### src/rtl/alu_pkg.sv
// ----------------------------------------------------------------------------
// alu_pkg
// Shared constants for the 16-bit ALU: opcode encodings, flag bit positions
// and a helper that says which opcodes update the condition flags.
//
// Build option: ALU_SHIFT_EN -- when defined, opcodes 1000..1011 are the
// shift/rotate group; when undefined they behave as unused opcodes.
// ----------------------------------------------------------------------------
package alu_pkg;

    localparam int DATA_W = 16;

    localparam logic [3:0] OP_ADD  = 4'b0000;
    localparam logic [3:0] OP_SUB  = 4'b0001;
    localparam logic [3:0] OP_AND  = 4'b0010;
    localparam logic [3:0] OP_OR   = 4'b0011;
    localparam logic [3:0] OP_XOR  = 4'b0100;
    localparam logic [3:0] OP_CMP  = 4'b0101;
    localparam logic [3:0] OP_MOV  = 4'b0110;
    localparam logic [3:0] OP_SLL  = 4'b1000;
    localparam logic [3:0] OP_SLR  = 4'b1001;
    localparam logic [3:0] OP_SRL  = 4'b1010;
    localparam logic [3:0] OP_SRA  = 4'b1011;
    localparam logic [3:0] OP_IDT  = 4'b1100;
    localparam logic [3:0] OP_OUT  = 4'b1101;
    localparam logic [3:0] OP_HALT = 4'b1111;

    // Flag vector layout: {V, C, Z, S}
    localparam int FLAG_S = 0;
    localparam int FLAG_Z = 1;
    localparam int FLAG_C = 2;
    localparam int FLAG_V = 3;

    // Shifter sub-operation select, taken from op[1:0] of the shift group
    localparam logic [1:0] SH_SLL = 2'b00;
    localparam logic [1:0] SH_SLR = 2'b01;
    localparam logic [1:0] SH_SRL = 2'b10;
    localparam logic [1:0] SH_SRA = 2'b11;

    function automatic logic op_writes_flags(input logic [3:0] op);
        logic w;
        w = 1'b0;
        case (op)
            OP_ADD, OP_SUB, OP_AND, OP_OR,
            OP_XOR, OP_CMP, OP_MOV:           w = 1'b1;
`ifdef ALU_SHIFT_EN
            OP_SLL, OP_SLR, OP_SRL, OP_SRA:   w = 1'b1;
`endif
            default:                          w = 1'b0;
        endcase
        return w;
    endfunction

endpackage

### src/rtl/alu_shifter.sv
// ----------------------------------------------------------------------------
// alu_shifter
// Barrel shifter for the ALU shift group. Purely combinational.
//   i_data   [15:0]  value to shift
//   i_amt    [3:0]   shift amount 0..15 (0 passes data through)
//   i_sel    [1:0]   00 SLL, 01 rotate-left, 10 SRL, 11 SRA
//   o_result [15:0]  shifted value
//   o_carry          last bit shifted out (0 for rotate and for amount 0)
// ----------------------------------------------------------------------------
module alu_shifter
    import alu_pkg::*;
(
    input  logic [15:0] i_data,
    input  logic [3:0]  i_amt,
    input  logic [1:0]  i_sel,
    output logic [15:0] o_result,
    output logic        o_carry
);

    // One guard bit next to the data catches the last bit shifted out;
    // with a zero amount the guard stays 0, giving carry 0 for free.
    logic [16:0] w_left;
    logic [16:0] w_lright;
    logic [16:0] w_aright;
    logic [31:0] w_rot;

    assign w_left   = {1'b0, i_data} << i_amt;
    assign w_lright = {i_data, 1'b0} >> i_amt;
    assign w_aright = $signed({i_data, 1'b0}) >>> i_amt;
    // Rotate-left: shift a doubled copy and keep the upper half
    assign w_rot    = {i_data, i_data} << i_amt;

    always_comb begin
        o_result = i_data;
        o_carry  = 1'b0;
        case (i_sel)
            SH_SLL: begin
                o_result = w_left[15:0];
                o_carry  = w_left[16];
            end
            SH_SLR: begin
                o_result = w_rot[31:16];
                o_carry  = 1'b0;
            end
            SH_SRL: begin
                o_result = w_lright[16:1];
                o_carry  = w_lright[0];
            end
            default: begin
                o_result = w_aright[16:1];
                o_carry  = w_aright[0];
            end
        endcase
    end

endmodule

### src/rtl/alu_unit.sv
// ----------------------------------------------------------------------------
// alu_unit
// 16-bit arithmetic/logic/shift unit with a registered {V,C,Z,S} flag
// register and branch-condition decode. Result and next flags are
// combinational; only the flag register is clocked.
//
// Ports:
//   clock, reset       rising-edge clock, async active-low reset
//   op [3:0]           operation select
//   data_a, data_b     operands; shift amount is data_b[3:0]
//   flag_en            commit strobe for the flag register
//   alu_out [15:0]     combinational result
//   flag_out [3:0]     combinational next flags {V,C,Z,S}
//   flag_write         op updates the flags
//   flags_q [3:0]      registered flags
//   cond_eq/lt/le/ne   branch conditions decoded from flags_q
//
// Build option: ALU_SHIFT_EN enables the shift group (1000..1011); without
// it those opcodes read as unused and no shifter is built.
// ----------------------------------------------------------------------------
module alu_unit
    import alu_pkg::*;
(
    input  logic        clock,
    input  logic        reset,
    input  logic [3:0]  op,
    input  logic [15:0] data_a,
    input  logic [15:0] data_b,
    input  logic        flag_en,
    output logic [15:0] alu_out,
    output logic [3:0]  flag_out,
    output logic        flag_write,
    output logic [3:0]  flags_q,
    output logic        cond_eq,
    output logic        cond_lt,
    output logic        cond_le,
    output logic        cond_ne
);

    logic [16:0] w_sum;
    logic [15:0] w_diff;
    logic        w_borrow;
    logic [15:0] w_res;
    logic        w_c;
    logic        w_v;
    logic        w_fw;
    logic [3:0]  r_flags;

`ifdef ALU_SHIFT_EN
    logic [15:0] w_sh_res;
    logic        w_sh_c;

    alu_shifter u_shifter (
        .i_data   (data_a),
        .i_amt    (data_b[3:0]),
        .i_sel    (op[1:0]),
        .o_result (w_sh_res),
        .o_carry  (w_sh_c)
    );
`endif

    assign w_sum    = {1'b0, data_a} + {1'b0, data_b};
    assign w_diff   = data_a - data_b;
    assign w_borrow = (data_a < data_b);
    assign w_fw     = op_writes_flags(op);

    always_comb begin
        w_res = '0;
        w_c   = 1'b0;
        w_v   = 1'b0;
        case (op)
            OP_ADD: begin
                w_res = w_sum[15:0];
                w_c   = w_sum[16];
                w_v   = (data_a[15] == data_b[15]) && (w_sum[15] != data_a[15]);
            end
            OP_SUB, OP_CMP: begin
                w_res = w_diff;
                w_c   = w_borrow;
                w_v   = (data_a[15] != data_b[15]) && (w_diff[15] != data_a[15]);
            end
            OP_AND:  w_res = data_a & data_b;
            OP_OR:   w_res = data_a | data_b;
            OP_XOR:  w_res = data_a ^ data_b;
            OP_MOV:  w_res = data_b;
`ifdef ALU_SHIFT_EN
            OP_SLL, OP_SLR, OP_SRL, OP_SRA: begin
                w_res = w_sh_res;
                w_c   = w_sh_c;
            end
`endif
            OP_IDT:  w_res = data_b;
            OP_OUT:  w_res = data_a;
            default: w_res = '0;
        endcase
    end

    assign alu_out    = w_res;
    assign flag_write = w_fw;

    always_comb begin
        flag_out = '0;
        if (w_fw) begin
            flag_out[FLAG_S] = w_res[15];
            flag_out[FLAG_Z] = (w_res == '0);
            flag_out[FLAG_C] = w_c;
            flag_out[FLAG_V] = w_v;
        end
    end

    always_ff @(posedge clock or negedge reset) begin
        if (!reset)
            r_flags <= '0;
        else if (flag_en && w_fw)
            r_flags <= flag_out;
    end

    assign flags_q = r_flags;
    assign cond_eq = r_flags[FLAG_Z];
    assign cond_lt = r_flags[FLAG_S] ^ r_flags[FLAG_V];
    assign cond_le = r_flags[FLAG_Z] | (r_flags[FLAG_S] ^ r_flags[FLAG_V]);
    assign cond_ne = ~r_flags[FLAG_Z];

endmodule

### config.mk
export PLATFORM = sky130hd
export DESIGN_NAME = alu_unit
export DESIGN_NICKNAME = d
export VERILOG_FILES = /design/src/rtl/alu_pkg.sv /design/src/rtl/alu_shifter.sv /design/src/rtl/alu_unit.sv
export SDC_FILE = /design/constraint.sdc
export NUM_CORES = 1
export LEC_CHECK = 0
export BUFFER_PORTS_ARGS = -buffer_cell sky130_fd_sc_hd__buf_4
export CAP_MARGIN = 20
export CORE_MARGIN = 2
export CORE_UTILIZATION = 50
export DETAILED_ROUTE_END_ITERATION = 8
export PLACE_DENSITY = 0.74
export SYNTH_ARGS = -nofsm -noshare
export SYNTH_HDL_FRONTEND = slang
export SYNTH_HIERARCHICAL = 1
export SYNTH_SLANG_ARGS = --single-unit
### constraint.sdc
create_clock -name clock -period 3.45 [get_ports clock]
set_input_delay 0 -clock clock [delete_from_list [all_inputs] [get_ports clock]]
set_output_delay 0 -clock clock [all_outputs]
set_load 0.01 [all_outputs]
# == Word-level counts from Yosys, hierarchy flattened ==
# Index checks and enable logic that the tools add are counted.
# totals
regBits,4
in_bits,39
out_inout_bits,29
word_cells,35
# op_classes
n_addsub,2
magnitude_cmp,1
eq_ne,12
muxes,5
bitwise,6
n_reduce_logical,8
# op_table
cell,count
one-hot mux 16 bit (7 select lines),1
adder 16 x 16 -> 17 bit,1
AND 16 bit,1
zero test 16 bit,1
less-than comparator 16 bit,1
OR 16 bit,1
subtractor 16 bit,1
XOR 16 bit,1
== test 4 x 3 -> 1 bit (second input constant),3
== test 4 x 2 -> 1 bit (second input constant),2
== test 4 bit (second input constant),2
OR reduction 7 bit,1
== test 4 x 1 -> 1 bit (second input constant),1
zero test 4 bit,1
2-to-1 mux 4 bit,1
one-hot mux 1 bit (2 select lines),2
OR reduction 2 bit,2
logical AND 1 bit,3
!= test 1 bit,3
== test 1 bit,1
2-to-1 mux 1 bit,1
inverter 1 bit,1
OR 1 bit,1
XOR 1 bit,1

# == Depth between registers and ports, before layout ==
# depth
word_depth,5
ltp_mapped,13

# == Least setup slack after synthesis ==
# No wires, ideal clock.
# synth_timing
path_kind,in2out
start,in data_a[0]
end,out flag_out[1]
arrival_time_ns,2.820
required_time_ns,3.450
setup_slack_ns,0.630
cell_stages,11
path_cell_list,ha_1 -> fa_1 -> a211oi_1 -> nor2_1 -> a221o_1 -> nand2_1 -> o2111ai_1 -> a2111oi_2 -> or4b_1 -> nor4_2 -> nor4b_2
# synth_between
elab_chain_len,4
elab_cells_between_ends,8
cone_classes,add/sub (2); mux (2); bitwise (3); reduce/logical (1)
# synth_lines
element,line_no,rtl
from (decl),alu_unit.sv:27,"input logic [15:0] data_a,"
subtractor 16 bit / adder 16 x 16 -> 17 bit (equally long branches),"alu_unit.sv:63, alu_unit.sv:62",
one-hot mux 16 bit (7 select lines) *,alu_unit.sv:71,case (op)
via alu_out[4],alu_unit.sv:30,"output logic [15:0] alu_out,"
zero test 16 bit *,alu_unit.sv:105,flag_out[FLAG_Z] = (w_res == '0);
2-to-1 mux 4 bit *,alu_unit.sv:103,if (w_fw) begin
to (decl),alu_unit.sv:31,"output logic [3:0] flag_out,"
# The timed path passes the listed nets; every way through them passes the cells marked *.

# == Final worst setup path ==
# layout_timing
start,in data_a[1]
end,out flag_out[1]
# layout_between
elab_chain_len,4
elab_cells_between_ends,8
cone_classes,add/sub (2); mux (2); bitwise (3); reduce/logical (1)
# layout_lines
element,line_no,rtl
"subtractor 16 bit, or another cell as far along",alu_unit.sv:63,assign w_diff = data_a - data_b;
one-hot mux 16 bit (7 select lines) *,alu_unit.sv:71,
zero test 16 bit *,alu_unit.sv:105,
2-to-1 mux 4 bit *,alu_unit.sv:103,
# Mark *: on every way between the ends. The rest lies on a longest branch, timed or not.

==> flow_summary.toml <==
[outcome]
status = "finished, final reports clean"

[die]
dieWidth_um = 85.0
initial_core_util_pct = 51.6
dieArea_um2 = 7220
pin_count = 68
fp.dieH_um = 85.0
rows = 29
core-area_um2 = 6350

[sta]
rsz0062_at_grt = "no"
setup_viol = 0
slew_viol_final = 0
skew_ps = 0
slew_headroom_pct = 31.3
tightest_slew_ps = 1020
timing.fmax_mhz = 309
period_share_pct = 93.7
finalSetupTns_ps = 0
min_period_ps = 3230
hold_viol = 0
holdWs_ps = 107

[routing]
via_per_inst = 6.55
wl_per_cell_um = 18.3
drtPass1Iterations = 6
antenna_left = 0
drt_iter0_drc = 298
drc = 0
wl_mm = 10.8
num_vias = 3889

[layout]
regArea_um2 = 100
multi_input_area_um2 = 2850
layout-drive-gt1-share_pct = 20.5
synthToLayoutAreaGrowth_pct = 17.6
insertedDiodeCount = 0
largest_register_ffs = 4
fillerInstances = 617
layout.nets = 610

[logic_synthesis]
synth-edff-count = 0
synth-async-reset-ratio_pct = 100
seq_area_frac_synth_pct = 3.05
ys_warn_count = 6
synth_compound_area_share_pct = 36.9
synth_nets = 555
synth_area_um2 = 3280
yosys-top-cells-count = "ha_1 (50), inv_1 (46), nor2_1 (43)"
ys_seq_elements = 4
synthAdderAreaFrac_pct = 20.3
synth_area_leader_cell = "ha_1"
synthFlopType = "dfrtp_1"
synth_top_area_share_pct = 19.1
synthXorXnorAreaFrac_pct = 1.07
synthCells = 464
synth.most_common_cell = "ha_1"
synth.area.mux_share_pct = 1.26
netlist-cell-type-count = 79
synth_top_family_by_area = "compound AO/OA/AOI/OAI gates"
yosys.area_share.simple_pct = 26.2
syn_avg_cell_area_um2 = 7.07
synth_area_leaders = "ha_1 (19%), a21oi_1 (5.8%), inv_1 (5.3%)"

[critical_path]
critical_path.max_fanout = 5
cp-end-kind = "primary output"
crit_cells = 13
worstReg2RegEnd = "flags_q[3]"
worst_setup_path_start_kind = "input pin"
setup.worst_path.class = "input pin to primary output"
r2r_slack_ps = 2670
path_delay_family = "compound AO/OA/AOI/OAI gates"
r2r-start = "flags_q[3]"
cp-endpoint = "flag_out[1]"
critPathBufInv = 3
startpoint = "data_a[1]"
path_cells = "buf_4 > inv_1 > ha_1 > a211oi_2 > nor2_1 > a221o_1 > a221o_1 > nand3b_1 > a2111oi_4 > or4b_1 > nor4_2 > nor4b_2 > buf_4"
slowest_delay_ps = 490
rr_worst_depth = 1
cp.arrival_ps = 3230
worst_ep_required_time_ps = 3450
slowest_stage = "or4b_1"

[clock_network]
cts_tree = "yes"
cts_buffers = 3
root_buffer = "clkbuf_8"
clock_sinks = 4
clkLatencyLatePin_ps = 210
h-tree-depth = 1
path_clk_slew_ps = 30
clockBufferDepth = 2
post_cts_buffers = 0

[power_and_ir_drop]
peakVddDrop_uv = 277
power_mw = 0.784
leakage_nw = 1.77
powerDensity_nw_per_um2 = 203

[min_path]
hold_class = "input pin to flip-flop"

[global_route]
grt_usage_pct = 29.1
grt_pass1_wl_mm = 17.5
antenna_found_initial = 0
grt_max_degree = 41
grt-ovfl-total = 0
grt_pass1_vias = 3617

[run]
cap_violations = 0

[placement]
globalplace.congestion = 0.994
hpwl_mm = 8.45
io_buffers = 67
repair_timing:
action / CTS / global route
gates resized for setup: 0 / 6
endpoints found under the setup margin: 0 / 1
endpoints found under the hold margin: 4 / 0
hold buffers: 1 / 0
placed cells by master (no fill, tap or decap), types with 4 or more instances in the layout:
master     count
o21a_1         4
o21ai_0       20
a21o_1         4
nor2_1        43
and2_1         7
a22oi_1        8
nand2_1       25
a221o_1        8
a31oi_1       10
buf_4         78
ha_1          49
o22ai_1        4
nor3b_1        7
a21oi_1       38
nand3_1       15
nor2b_1        7
nand2b_1       6
nor4_1         4
or3_1          8
a211oi_1       4
nor3_1         9
o2111ai_1      4
o211ai_1      11
o21bai_1       4
inv_1         46
dfrtp_1        4
tightest hold or removal path, stage by stage:
cell and delay, ps:
buf_4 80, nand2_1 70, nor2_1 90, nor2_1 40
report_power, final:
part / switching (mW) / internal (mW) / total (mW)
clock network: 0.0242 / 0.0744 / 0.0986
logic: 0.366 / 0.261 / 0.627
registers: 0.00489 / 0.0534 / 0.0583
total: 0.395 / 0.389 / 0.784
metal layers:
layer | global-route usage (%) | routed length [µm] | share of wire (%) | up-vias
met5 | 0 | 0 | 0 | -
met4 | 12.8 | 402 | 3.7 | 0
met3 | 3.11 | 960 | 8.9 | 32
met2 | 49.0 | 5130 | 47 | 208
met1 | 37.5 | 4360 | 40 | 1820
li1 | - | - | - | 1829
kinds of logic after synthesis:
group,Yosys count
AO/OA/AOI/OAI,165
XOR/XNOR,4
adder cells (fa/ha/maj),52
buffers and inverters,76
flip-flops,4
multiplexers,4
AND/OR/NAND/NOR,159
metrics by stage:
step	std cells	area (µm²)	setup WS, ps	utilization (%)
2_1_floorplan	464	3280	630	-
3_3_place_gp	590	3770	255	59.4
3_5_place_dp	590	3770	203	59.4
4_1_cts	594	3820	189	60.2
5_1_grt	594	3860	36.7	60.7
6_report	594	3860	217	60.7
worst min path at each step:
stage / cells after the start / slack, ps / from / end
2_1_floorplan: 0 / -300 / reset / flags_q[0]
3_3_place_gp: 1 / -200 / reset / flags_q[1]
3_5_place_dp: 1 / -200 / reset / flags_q[1]
4_1_cts: 4 / 110 / flag_en / flags_q[0]
5_1_grt: 2 / 130 / reset / flags_q[3]
6_report: 4 / 110 / flag_en / flags_q[0]
area by class of cell:
type	count	area share (%)
inverters	47	4.57
multi-input cells	384	73.8
well taps	77	2.50
flip-flops and latches	4	2.60
repair buffers	79	15.4
clock buffers	3	1.07
(Power assumes the default switching activity.)
